## src/rtl/pipe_hazard_ctrl.sv

```systemverilog
// Hazard and stall controller for the ID/IX boundary: load-use stalls,
// multi-cycle multiply occupancy of IX, taken-branch flushes and a stall counter.
module pipe_hazard_ctrl #(
    parameter int MUL_CYCLES  = 4,
    parameter int FLUSH_SLOTS = 2
) (
    input  logic        clk,
    input  logic        rst,
    input  logic        id_valid,
    input  logic [4:0]  id_rs,
    input  logic [4:0]  id_rt,
    input  logic        id_rs_used,
    input  logic        id_rt_used,
    input  logic        ix_valid,
    input  logic [4:0]  ix_rd,
    input  logic        ix_is_load,
    input  logic        ix_is_mul,
    input  logic        ix_branch_taken,
    output logic        pc_en,
    output logic        if_id_en,
    output logic        flush_if_id,
    output logic        id_ix_en,
    output logic        id_ix_bubble,
    output logic [1:0]  ctrl_state,
    output logic [15:0] stall_cnt
);

    typedef enum logic [1:0] {
        ST_RUN   = 2'd0,
        ST_MUL   = 2'd1,
        ST_FLUSH = 2'd2
    } state_t;

    typedef enum logic [2:0] {
        ACT_RESET,
        ACT_NORMAL,
        ACT_MUL_STALL,
        ACT_LOAD_USE,
        ACT_SQUASH
    } action_t;

    localparam logic [3:0] MUL_INIT    = 4'(MUL_CYCLES - 1);
    localparam logic [2:0] FLUSH_INIT  = 3'(FLUSH_SLOTS - 1);
    localparam bit         FLUSH_MULTI = (FLUSH_SLOTS > 1);
    localparam logic [15:0] STALL_MAX  = 16'hFFFF;

    state_t      state;
    state_t      state_nxt;
    logic [3:0]  mul_cnt;
    logic [3:0]  mul_cnt_nxt;
    logic [2:0]  flush_cnt;
    logic [2:0]  flush_cnt_nxt;
    action_t     action;

    logic        rs_hit;
    logic        rt_hit;
    logic        load_use;
    logic        branch_hit;
    logic        mul_hit;

    // Hazard detection; a load targeting r0 never creates a dependency.
    always_comb begin
        rs_hit     = id_rs_used && (id_rs == ix_rd);
        rt_hit     = id_rt_used && (id_rt == ix_rd);
        load_use   = ix_valid && ix_is_load && (ix_rd != 5'd0) && id_valid && (rs_hit || rt_hit);
        branch_hit = ix_valid && ix_branch_taken;
        mul_hit    = ix_valid && ix_is_mul;
    end

    always_ff @(posedge clk) begin
        if (rst) begin
            state     <= ST_RUN;
            mul_cnt   <= 4'd0;
            flush_cnt <= 3'd0;
        end else begin
            state     <= state_nxt;
            mul_cnt   <= mul_cnt_nxt;
            flush_cnt <= flush_cnt_nxt;
        end
    end

    // In RUN a taken branch outranks a multiply; MUL and FLUSH ignore IX hazards.
    always_comb begin
        state_nxt     = state;
        mul_cnt_nxt   = mul_cnt;
        flush_cnt_nxt = flush_cnt;
        unique case (state)
            ST_RUN: begin
                if (branch_hit) begin
                    if (FLUSH_MULTI) begin
                        state_nxt     = ST_FLUSH;
                        flush_cnt_nxt = FLUSH_INIT;
                    end
                end else if (mul_hit) begin
                    state_nxt   = ST_MUL;
                    mul_cnt_nxt = MUL_INIT;
                end
            end
            ST_MUL: begin
                if (mul_cnt <= 4'd1) begin
                    state_nxt   = ST_RUN;
                    mul_cnt_nxt = 4'd0;
                end else begin
                    mul_cnt_nxt = mul_cnt - 4'd1;
                end
            end
            ST_FLUSH: begin
                if (flush_cnt <= 3'd1) begin
                    state_nxt     = ST_RUN;
                    flush_cnt_nxt = 3'd0;
                end else begin
                    flush_cnt_nxt = flush_cnt - 3'd1;
                end
            end
            default: begin
                state_nxt     = ST_RUN;
                mul_cnt_nxt   = 4'd0;
                flush_cnt_nxt = 3'd0;
            end
        endcase
    end

    always_comb begin
        action = ACT_NORMAL;
        if (rst) begin
            action = ACT_RESET;
        end else begin
            unique case (state)
                ST_MUL:   action = ACT_MUL_STALL;
                ST_FLUSH: action = ACT_SQUASH;
                default: begin
                    if (branch_hit)    action = ACT_SQUASH;
                    else if (mul_hit)  action = ACT_MUL_STALL;
                    else if (load_use) action = ACT_LOAD_USE;
                    else               action = ACT_NORMAL;
                end
            endcase
        end
    end

    // Enables are combinational because the pipeline registers latch on negedge.
    always_comb begin
        pc_en        = 1'b1;
        if_id_en     = 1'b1;
        flush_if_id  = 1'b0;
        id_ix_en     = 1'b1;
        id_ix_bubble = 1'b0;
        unique case (action)
            ACT_RESET: begin
                pc_en        = 1'b0;
                if_id_en     = 1'b0;
                flush_if_id  = 1'b1;
                id_ix_bubble = 1'b1;
            end
            ACT_MUL_STALL: begin
                pc_en    = 1'b0;
                if_id_en = 1'b0;
                id_ix_en = 1'b0;
            end
            ACT_LOAD_USE: begin
                pc_en        = 1'b0;
                if_id_en     = 1'b0;
                id_ix_bubble = 1'b1;
            end
            ACT_SQUASH: begin
                flush_if_id  = 1'b1;
                id_ix_bubble = 1'b1;
            end
            default: begin
                pc_en = 1'b1;
            end
        endcase
    end

    assign ctrl_state = rst ? 2'd0 : state;

    always_ff @(posedge clk) begin
        if (rst) begin
            stall_cnt <= 16'd0;
        end else if (!pc_en && (stall_cnt != STALL_MAX)) begin
            stall_cnt <= stall_cnt + 16'd1;
        end
    end

endmodule

```

## config.mk

```make
export PLATFORM = sky130hd
export DESIGN_NAME = pipe_hazard_ctrl
export DESIGN_NICKNAME = d
export VERILOG_FILES = /design/src/rtl/pipe_hazard_ctrl.sv
export SDC_FILE = /design/constraint.sdc
export NUM_CORES = 1
export LEC_CHECK = 0
export CORE_MARGIN = 1
export CORE_UTILIZATION = 25
export CTS_CLUSTER_DIAMETER = 120
export DETAILED_ROUTE_END_ITERATION = 8
export HOLD_SLACK_MARGIN = 0.02
export PLACE_DENSITY = 0.59
export SLEW_MARGIN = 30
export SYNTH_ARGS = -nofsm -noshare
export SYNTH_HDL_FRONTEND = slang
export SYNTH_SLANG_ARGS = --single-unit
```

## constraint.sdc

```tcl
create_clock -name clk -period 2.1 [get_ports clk]
set_input_delay 0.42 -clock clk [delete_from_list [all_inputs] [get_ports clk]]
set_output_delay 0.42 -clock clk [all_outputs]
set_load 0.005 [all_outputs]
```

======== After elaboration in Yosys (flattened, before gate mapping) ========
Cells that the tools add are included.
operators by class
  add/sub/neg operators ................... 3
  magnitude comparators ................... 2
  equal/unequal tests ..................... 14
  muxes and demuxes ....................... 22
  bitwise gates (word level) .............. 2
  reductions and logical operators ........ 19
operators by type and width
  cell                   number
  $add 16x1->16 const B  1
  $ne 16x16->1 const B   1
  $mux 2                 7
  $mux 3                 4
  $mux 4                 3
  $pmux 4 s3             1
  $eq 5x5->1             2
  $ne 2x2->1 const B     5
  $logic_and 1x1->1      9
  $pmux 3 s3             1
  $eq 3x2->1 const B     2
  $pmux 2 s3             1
  $pmux 3 s2             1
  $reduce_and 3->1       2
  $reduce_or 3->1        2
  $reduce_bool 5->1      1
  $le 4x1->1 const B     1
  $mux 1                 4
  $sub 4x1->4 const B    1
  $eq 3x3->1 const B     1
  $le 3x1->1 const B     1
  $logic_not 3->1        1
  $ne 3x3->1 const B     1
  $sub 3x1->3 const B    1
  7 further kinds        8
word-level totals
  register bits after elaboration ......... 25
  input bits .............................. 24
  output and inout bits ................... 23
  word-level logic and storage cells ...... 66

======== Logic depth before layout (Yosys ltp) ========
Gate-level depths: netlist of the first run.
  word-level depth ........................ 12
  mapped depth ............................ 10
  depth with buffers taken out ............ 8

======== Worst setup path after synthesis of the first run ========
OpenSTA, ideal clock, no wires.
  path type ............................... reg2out
  start point ............................. register state[0]
  end point ............................... output pc_en
  arrival ................................. 1.830 ns
  path slack .............................. -0.150 ns
  cell stages (with the launch flop) ...... 10
  cells stage by stage .................... dfxtp_1 inv_1 ha_1 nand3b_1 a21o_1 o21a_1 a31oi_1 buf_2 buf_2 buf_4
between the ends
  word-level cells in the longest chain between the ends .. 6
RTL lines
  element                                        RTL line  source
  from (decl)                                    47        state_t state;
  from (signal assigned)                         76        state <= state_nxt;
  $eq 2x2->1 or $eq 2x1->1 (tied branches)       128       unique case (state)
  $pmux 3 s2 *                                   128
  $mux 3 *                                       125       if (rst) begin
  $eq 3x2->1 or $logic_not 3->1 (tied branches)  -
  $reduce_or 3->1 (no line) *                    -
  $mux 1 *                                       -
  to (decl)                                      19        output logic pc_en,
Every way passes the cells marked *; elsewhere a longest branch is shown, timed or not.

======== Worst setup path in the final report of the first run ========
  start point ............................. register state[0]
  end point ............................... output if_id_en
between the ends
  word-level cells in the longest chain between the ends .. 6
RTL lines
  element                                        RTL line  source
  $eq 2x2->1 or $eq 2x1->1 (tied branches)       128
  $pmux 3 s2 *                                   128
  $mux 3 *                                       125
  $eq 3x2->1 or $logic_not 3->1 (tied branches)  148       unique case (action)
  $reduce_or 3->1 (no line) *                    -
  $mux 1 *                                       148
  to (decl)                                      20        output logic if_id_en,
Marked as above.

==> impl_metrics.py, run 1 <==
metrics = {
    "outcome": {
        "outcome": "complete, but fails checks",
        "violations": "negative setup slack",
    },
    "floorplan": {
        "start_util_pct": 26.0,
        "ioPinCount": 47,
        "dieWidth_um": 83.3,
        "rows": 29,
        "die_area_um2": 6930,
        "die_h_um": 83.3,
        "core_area_um2": 6350,
    },
    "routing": {
        "vias": 1836,
        "drt_wl_total_um": 4540,
        "drtIter0Drc": 40,
        "first_pass_iters": 4,
        "route.detailed.drc": 0,
        "ant_nets": 0,
        "viasPerCell": 5.09,
        "wire_per_inst_um": 12.6,
    },
    "grt": {
        "antenna_found_initial": 0,
        "grt_pass1_vias": 1691,
        "grt_most_used_layer": "met2",
        "grt_first_pass_wirelength_um": 7590,
        "gr-usage-all-layers_pct": 13.3,
        "overflow": 0,
        "grt_max_degree": 29,
        "grtUsageMet2_pct": 24.7,
        "met3_usage_pct": 2.88,
        "grt.met1_usage_pct": 14.9,
    },
    "finish": {
        "fillers": 658,
        "antenna_cells": 0,
        "seq_area_um2": 503,
        "area_growth_pct": 55.6,
        "drive_above_1_share_pct": 25.4,
        "final_area_um2": 2570,
        "final_core_util_pct": 40.4,
        "nNetsFinal": 317,
        "multiInputGateArea_um2": 1210,
    },
    "yosys": {
        "yosys-top-cells-count": "dfxtp_1, a21oi_1, nor2_1, o21ai_0, nand2_1",
        "synth_ff_type": "dfxtp_1",
        "synth_fp_nets": 243,
        "yosysUniqueCellTypes": 41,
        "synth.top_cell.area_share_pct": 30.3,
        "synthArstFlopShare_pct": 0,
        "postSynthAreaPerCell_um2": 7.82,
        "yosysSeqAreaShare_pct": 30.3,
        "synthCells": 211,
        "ys_seq_elements": 25,
        "synth_area_leader_cell": "dfxtp_1",
        "yosysMostFrequentCell": "dfxtp_1",
        "synthTopCellsByArea": "dfxtp_1, a21oi_1, ha_1, xnor2_1, o21ai_0",
        "yosysWarnings": 0,
        "synth_area_um2": 1650,
        "synth_enable_flop_cells": 0,
    },
    "timing": {
        "worst_pin_slew_ps": 509,
        "drv_slew": 0,
        "slew_headroom_pct": 65.7,
        "finalWorstSetupSlack_ps": -135,
        "rsz0062_at_grt": "true",
        "finalCritPeriodShare_pct": 106,
        "fin_skew_ps": 6.90,
        "fmax_mhz": 448,
        "hold_violations": 0,
        "period_needed_ps": 2230,
        "setup_viol": 16,
        "fin_setup_tns_ps": -1170,
    },
    "setup_path": {
        "r2r_slack_ps": -100,
        "ff2ff_path_depth": 11,
        "required_ps": 1680,
        "r2r-start": "state[0]$_SDFFE_PP0P_",
        "reg2reg_to": "stall_cnt[15]$_SDFFE_PP0P_",
        "crit_arrival_ps": 1810,
        "worstSetupPathType": "flop to output pin",
        "cp-end-kind": "output pin",
        "start_kind": "flop",
        "crit_path_max_fanout": 5,
        "setup.worst_path.start": "state[0]$_SDFFE_PP0P_",
    },
    "clock_network": {
        "cts_hold_buffers": 0,
        "root_buffer": "clkbuf_8",
        "cts_buffer_depth": 2,
        "tritoncts.num_buffers": 3,
        "clk_latency_ps": 280,
        "cts_max_level": 1,
        "clock_sinks": 25,
        "clkSlewWorstSetupHoldPaths_ps": 90,
        "cts_tree": "done",
    },
    "power_and_ir_drop": {
        "p_leak_nw": 0.942,
        "p_clk_share_pct": 26.1,
        "switching_share_pct": 30.1,
        "power.net_switching_w": 0.000356,
        "p_comb_share_pct": 30.6,
        "p_total_w": 0.00118,
        "seq_power_share_pct": 43.3,
        "power_density_nw_per_um2": 460,
        "peakVddDrop_uv": 242,
        "p_int_w": 0.000825,
    },
    "placement": {
        "dp_hpwl_um": 3350,
        "place.gp.congestion": 0.783,
        "io_buffer_count": 46,
        "place_area_um2": 2350,
    },
    "hold_path": {
        "min_to": "stall_cnt[6]$_SDFFE_PP0P_",
        "worstHoldStart": "stall_cnt[6]$_SDFFE_PP0P_",
        "hold_depth": 2,
        "hold_path.class": "flop to flop",
    },
    "job": {
        "maxCapViolations": 0,
    },
}
worst max-delay path by stage:
stage	endpoint	slack (ps)	cells past startpoint
final	if_id_en	-130	7
after global routing	pc_en	-200	7
after CTS	if_id_en	-190	7
after detailed placement	stall_cnt[11]$_SDFFE_PP0P_	-710	8
after global placement	stall_cnt[15]$_SDFFE_PP0P_	-660	8
after floorplan	pc_en	3	9
logic make-up (layout without fill, tap and decap cells):
| group | Yosys count | count (layout) | synth area share, % |
|---|---|---|---|
| AOI/OAI and AO/OA | 57 | 57 | 19.9 |
| xor gates and xnor gates | 10 | 10 | 5.31 |
| adders and majority gates | 8 | 8 | 6.07 |
| buffers and inverters | 20 | 93 | 5.46 |
| DFF | 25 | 25 | 30.3 |
| muxes | 4 | 4 | 2.73 |
| and+or+nand+nor | 87 | 87 | 30.2 |
metal layers:
layer / part of all wire [%] / wire [um]
met3: 2.9 / 133
met4: 1.2 / 55
met5: 0 / 0
met1: 44 / 1990
met2: 52 / 2360
sequential cells by signal, indices dropped and copies added, names as in the netlist:
signal and cells:
flush_cnt 3, mul_cnt 4, stall_cnt 16, state 2
critical path, cell delays in order, from the launching register on:
cell      delay, ps
dfxtp_2         350
inv_2            50
ha_4            240
nand3b_1        170
a21o_1          180
o21a_1          130
a31oi_4         250
buf_2           170
power groups by stage:
| stage | clock, W | sequential (W) | combinational, W |
|---|---|---|---|
| 2_1_floorplan | 0 | 0.000517 | 0.000167 |
| 3_3_place_gp | 0 | 0.000520 | 0.000322 |
| 3_5_place_dp | 0 | 0.000521 | 0.000327 |
| 4_1_cts | 0.000325 | 0.000511 | 0.000346 |
| 5_1_grt | 0.000342 | 0.000514 | 0.000398 |
| 6_report | 0.000309 | 0.000511 | 0.000361 |
through the flow:
| step | std cells | setup slack, ps | hold WS, ps |
|---|---|---|---|
| after global placement | 348 | -659 | 485 |
| after detailed placement | 348 | -705 | 500 |
| after global routing | 361 | -202 | 547 |
| after CTS | 359 | -190 | 516 |
| after floorplan | 211 | 3.41 | 465 |
| final | 361 | -135 | 512 |
placed cells by master (no fill, tap or decap), types with 7 or more instances in the layout:
master	count
buf_4	29
clkdlybuf4s50_1	25
dfxtp_1	23
nor2_1	18
a21oi_1	16
dlygate4sd2_1	15
nand2_1	13
o21ai_0	13
o31ai_1	10
inv_1	9
xnor2_1	9
nand3_1	7
layout make-up:
| class | instances | area share (%) |
|---|---|---|
| clock inverter | 1 | 0.292 |
| multi-input combinational | 166 | 47.1 |
| clock buffer | 3 | 1.61 |
| sequential | 25 | 19.6 |
| inverter | 11 | 1.61 |
| tap | 77 | 3.75 |
| timing repair buffer | 78 | 26.0 |
timing repair:
action	4_1_cts	5_1_grt
pin swaps	6	9
setup buffers	7	4
gates resized for setup	49	21
setup endpoints to repair	23	20
cloned	0	0
Power figures use the tool's default switching activity.
==> run 2, diff against run 1 <==
Settings changed: CAP_MARGIN set to 20, SLEW_MARGIN 30 to 20.
==> results of run 2 <==
Same layout as run 1: the final DEF is identical, and so are final timing and power.
